File: src/rtl/dmem_port_arbiter.sv
// dmem_port_arbiter: shares one data-memory port between the load pipe and the store-commit pipe,
// with one outstanding load, registered memory commands and a store starvation guard.
module dmem_port_arbiter #(
    parameter int ADDR_W     = 64,
    parameter int DATA_W     = 64,
    parameter int READ_LAT   = 1,
    parameter int STARVE_MAX = 4
) (
    input  logic              clk,
    input  logic              reset,
    input  logic              ld_valid_i,
    input  logic [ADDR_W-1:0] ld_addr_i,
    output logic              ld_ready_o,
    output logic [DATA_W-1:0] ld_data_o,
    output logic              ld_data_valid_o,
    input  logic              st_valid_i,
    input  logic [ADDR_W-1:0] st_addr_i,
    input  logic [DATA_W-1:0] st_data_i,
    output logic              st_ready_o,
    input  logic [DATA_W-1:0] dmem_readData,
    output logic [ADDR_W-1:0] dmem_addressLoad,
    output logic [ADDR_W-1:0] dmem_addressStore,
    output logic [DATA_W-1:0] dmem_WriteData,
    output logic              dmem_readEn,
    output logic              dmem_writeEn,
    output logic              busy_o
);
    localparam int LW = $clog2(READ_LAT + 1);
    localparam int SW = $clog2(STARVE_MAX + 1);

    typedef enum logic {IDLE, LD_WAIT} state_t;

    state_t            state_q, state_d;
    logic [LW-1:0]     lat_q, lat_d;
    logic [SW-1:0]     starve_q, starve_d;
    logic              rd_en_q, rd_en_d, wr_en_q, wr_en_d, ld_dv_q, ld_dv_d;
    logic [ADDR_W-1:0] ld_addr_q, ld_addr_d, st_addr_q, st_addr_d;
    logic [DATA_W-1:0] st_data_q, st_data_d, ld_data_q, ld_data_d;
    logic              idle, starve_hit, ld_go, st_go;

    // The readies are mutually exclusive whenever both valids are up, so at most one grant per edge.
    always_comb begin
        idle       = state_q == IDLE;
        starve_hit = starve_q == SW'(STARVE_MAX);
        ld_ready_o = reset && idle && !(st_valid_i && starve_hit);
        st_ready_o = reset && !(idle && ld_valid_i && !starve_hit);
        ld_go      = ld_valid_i && ld_ready_o;
        st_go      = st_valid_i && st_ready_o;
        ld_dv_d    = !idle && lat_q == LW'(READ_LAT);
        ld_data_d  = ld_dv_d ? dmem_readData : ld_data_q;
        state_d    = ld_go ? LD_WAIT : (ld_dv_d ? IDLE : state_q);
        lat_d      = idle ? '0 : lat_q + 1'b1;
        starve_d   = st_go ? '0 : ((st_valid_i && !starve_hit) ? starve_q + 1'b1 : starve_q);
        rd_en_d    = ld_go;
        wr_en_d    = st_go;
        ld_addr_d  = ld_go ? ld_addr_i : ld_addr_q;
        st_addr_d  = st_go ? st_addr_i : st_addr_q;
        st_data_d  = st_go ? st_data_i : st_data_q;
    end

    always_ff @(posedge clk or negedge reset) begin
        if (!reset) begin
            state_q   <= IDLE;
            lat_q     <= '0;
            starve_q  <= '0;
            rd_en_q   <= 1'b0;
            wr_en_q   <= 1'b0;
            ld_dv_q   <= 1'b0;
            ld_addr_q <= '0;
            st_addr_q <= '0;
            st_data_q <= '0;
            ld_data_q <= '0;
        end else begin
            state_q   <= state_d;
            lat_q     <= lat_d;
            starve_q  <= starve_d;
            rd_en_q   <= rd_en_d;
            wr_en_q   <= wr_en_d;
            ld_dv_q   <= ld_dv_d;
            ld_addr_q <= ld_addr_d;
            st_addr_q <= st_addr_d;
            st_data_q <= st_data_d;
            ld_data_q <= ld_data_d;
        end
    end

    assign dmem_readEn       = rd_en_q;
    assign dmem_writeEn      = wr_en_q;
    assign dmem_addressLoad  = ld_addr_q;
    assign dmem_addressStore = st_addr_q;
    assign dmem_WriteData    = st_data_q;
    assign ld_data_o         = ld_data_q;
    assign ld_data_valid_o   = ld_dv_q;
    assign busy_o            = state_q == LD_WAIT;
endmodule

File: config.mk
export PLATFORM = sky130hd
export DESIGN_NAME = dmem_port_arbiter
export DESIGN_NICKNAME = d
export VERILOG_FILES = /design/src/rtl/dmem_port_arbiter.sv
export SDC_FILE = /design/constraint.sdc
export NUM_CORES = 1
export LEC_CHECK = 0
export CORE_AREA = 2 2 201 203
export DETAILED_ROUTE_END_ITERATION = 6
export DIE_AREA = 0 0 203 205
export DONT_BUFFER_PORTS = 1
export REMOVE_ABC_BUFFERS = 1
export SLEW_MARGIN = 20
export SYNTH_ARGS = -nofsm -noshare
export SYNTH_HDL_FRONTEND = slang
export SYNTH_SLANG_ARGS = --single-unit
File: constraint.sdc
create_clock -name clk -period 2.1 [get_ports clk]
set_input_delay 0.525 -clock clk [delete_from_list [all_inputs] [get_ports clk]]
set_output_delay 0.525 -clock clk [all_outputs]
set_load 0.01 [all_outputs]
==> results.tsv <==
stage	metric	value	unit
hold_path	hold_path.class	input pin to asynchronous set/reset pin	
critical_path	path_cells	inv_1 -> nor3b_1 -> buf_4	
logic_synthesis	ys.warnings.count	0	
logic_synthesis	yosysSeqAreaShare	0.655	
finish	fin_cells	1140	
finish	final_cell_mix	263 x dfrtp_1, 135 x mux2_2, 82 x mux2_1, 40 x mux2_4, 29 x clkbuf_16	
grt	grt_pass1_vias	5224	
grt	grt.overflow.total	0	
drt	dr.pass1.iters	4	
pwr	pwr-share-comb	0.181	
finish	drive_gt1_frac	0.412	
pwr	finalPower	18.3	mW
critical_path	crit_type	input pin to primary output	
placed_design	hpwl	16.7	mm
floorplanning	die_w	203	um
placed_design	place_congestion	0.736	
pwr	p_switching	5.86	mW
drt	routed-via-count	4806	
critical_path	cp_data_arrival_time	1.89	ns
grt	grt_first_pass_wirelength	33.2	mm
finish	layout_commonest_cell	dfrtp_1	
critical_path	cp_max_fo	268	
logic_synthesis	synth_top_area_cell	dfrtp_1	
logic_synthesis	syn_inst	572	
logic_synthesis	yosys.area.top_type_share	0.655	
critical_path	cp.buffers_inverters	2	
pwr	power_frac_clock	0.263	
sta	drv_slew	0	
clock_tree	cts_tree	done	
floorplanning	die_y	205	um
run_status	outcome	finished with violations	
clock_tree	clock_sinks	264	
sta	setup_violations	2	
floorplanning	die-area	41600	um^2
clock_tree	clkTransAtPathRegs	0.06	ns
placed_design	io_buffers	0	
job	cap_violations	0	
critical_path	reg2reg_setup_slack	0.21	ns
floorplanning	num_rows	73	
clock_tree	cts_made_buffers	28	
logic_synthesis	syn_avg_cell_area	17.6	um^2
logic_synthesis	synth_area_leaders	dfrtp_1 66%, mux2_2 15%, mux2_1 9.2%	
sta	tightest_slew	1.27	ns
clock_tree	insertion_delay	0.54	ns
clock_tree	cts_root_buf	clkbuf_16	
floorplanning	start_util	0.256	
critical_path	cp_slowest_stage_delay	0.55	ns
critical_path	ff2ff_path_depth	8	
sta	fin_crit_sh	1.15	
finish	multi_input_area	3240	um^2
placed_design	dpl.cell_count	1086	
critical_path	worstPathRequired	1.57	ns
sta	slew_headroom	0.156	
finish	nets	856	
floorplanning	core	39400	um^2
critical_path	cp-start-kind	input pin	
logic_synthesis	ys_seq_elements	264	
drt	drtAntennaViolNets	0	
critical_path	r2r_start	starve_q[0]	
pwr	pwr-share-seq	0.556	
clock_tree	ctsHtreeMaxLevel	1	
pwr	power_density	1570	nW/um^2
pwr	peakVddDrop	0.786	mV
sta	finalWorstSetupSlack	-0.313	ns
clock_tree	clockBufferDepth	3	
critical_path	crit_slowest_cell	inv_1	
drt	routed_via_density	4.22	
drt	drtIter0Drc	239	
grt	antenna_found_initial	2	
logic_synthesis	synth_cell_type_count	23	
pwr	power.internal	12.5	mW
critical_path	r2r-end	dmem_addressStore[56]	
grt	grt_max_degree	269	
sta	rsz0062_at_grt	true	
pwr	p_leak	4.92	nW
finish	area_growth	15.8	%
drt	drc	0	
drt	wl	23.0	mm
finish	fillers	3889	
pwr	switching_share	0.320	
drt	wire_per_inst	20.2	um
run_status	violations	negative hold slack, negative setup slack	
critical_path	cp_top_family	buffers and inverters	
sta	max_freq	414	MHz
floorplanning	ioPinCount	522	
sta	finalHoldViolCount	264	
sta	skew	0.00992	ns
logic_synthesis	synth.cell_area	10100	um^2
finish	regArea	6610	um^2
sta	fin_hold_ws	-0.325	ns
critical_path	worstSetupEndpointType	primary output	
grt	grtUsageTotal	0.103	
sta	fin_crit	2.41	ns
-- synthesized netlist by cell type (all sizes together) --
library cell    n
o211a           1
or2             1
a22o            1
nor2b           2
and4b           1
nand2           3
dfrtp         264
nand3           1
buf            28
mux2          257
ha              2
nor3            1
o21ai           1
and3            1
inv             4
a21oi           3
nor3b           1
-- repair_timing --
action | in CTS | in global routing
pin swaps | 3 | 2
endpoints found under the hold margin | 264 | 264
endpoints found under the setup margin | 2 | 2
resized for setup | 12 | 1
gates cloned | 0 | 0
setup buffers | 4 | 0
-- power by group through the flow --
stage	Sequential (mW)	Combinational, mW	Clock (mW)
6_report	10.2	3.31	4.82
5_1_grt	10.5	3.64	5.17
4_1_cts	10.3	3.37	4.99
3_5_place_dp	10.3	3.29	0
3_3_place_gp	10.3	3.10	0
2_1_floorplan	9.54	2.83	0
-- metrics by stage --
stage | setup slack [ns] | util | TNS, ns | area (um^2)
floorplan | -3.08 | - | -404.56 | 9800
global placement | 0.153 | 0.271 | 0 | 10700
CTS | -0.0603 | 0.296 | -0.0937 | 11700
finish | -0.313 | 0.296 | -0.589 | 11700
global route | -0.0767 | 0.296 | -0.152 | 11700
detailed placement | 0.160 | 0.271 | 0 | 10700
-- cells by family (layout without fill, tap and decap cells) --
group | count (synthesis) | after routing | synth area share
flops | 264 | 264 | 0.655
fa+ha+maj | 2 | 2 | 0.00248
buf+inv | 32 | 74 | 0.0288
simple gates | 11 | 11 | 0.00708
compound gates | 6 | 6 | 0.00422
mux | 257 | 257 | 0.302
other cells | 0 | 1 | 0
-- layout make-up --
type	count	share of cell area
clock inverters	11	0.00783
clock buffers	39	0.0706
multi-input cells	276	0.278
flip-flops and latches	264	0.566
inverters	4	0.00129
well taps	525	0.0563
diodes	1	0.000214
repair buffers	20	0.0196
-- layer usage --
metal | share of wire | wire length [um] | up-vias | track usage
li1 | - | - | 2046 | -
met1 | 0.35 | 8070 | 2396 | 0.112
met2 | 0.51 | 11600 | 324 | 0.180
met4 | 0.026 | 607 | 2 | 0.0409
met5 | 0.00061 | 14 | - | 0
met3 | 0.12 | 2680 | 38 | 0.0420
-- registers in the layout, summed over array words and instances (netlist names) --
register and flops:
busy_o 1, dmem_writeEn 1, dmem_addressLoad 64, ld_data_o 64
lat_q 1, dmem_readEn 1, dmem_WriteData 64, starve_q 3
dmem_addressStore 64, ld_data_valid_o 1
-- worst max-delay path by stage --
| stage | to | slack [ns] | start | depth (start not counted) |
|---|---|---|---|---|
| after floorplan | dmem_WriteData[16] | -3.08 | starve_q[0] | 5 |
| final | ld_ready_o | -0.31 | reset | 3 |
| after global placement | st_ready_o | 0.15 | ld_valid_i | 4 |
| after CTS | st_ready_o | -0.06 | starve_q[1] | 5 |
| after global routing | ld_ready_o | -0.08 | starve_q[0] | 5 |
| after detailed placement | st_ready_o | 0.16 | ld_valid_i | 4 |
Note: power is estimated with default switching activity, not from simulation.
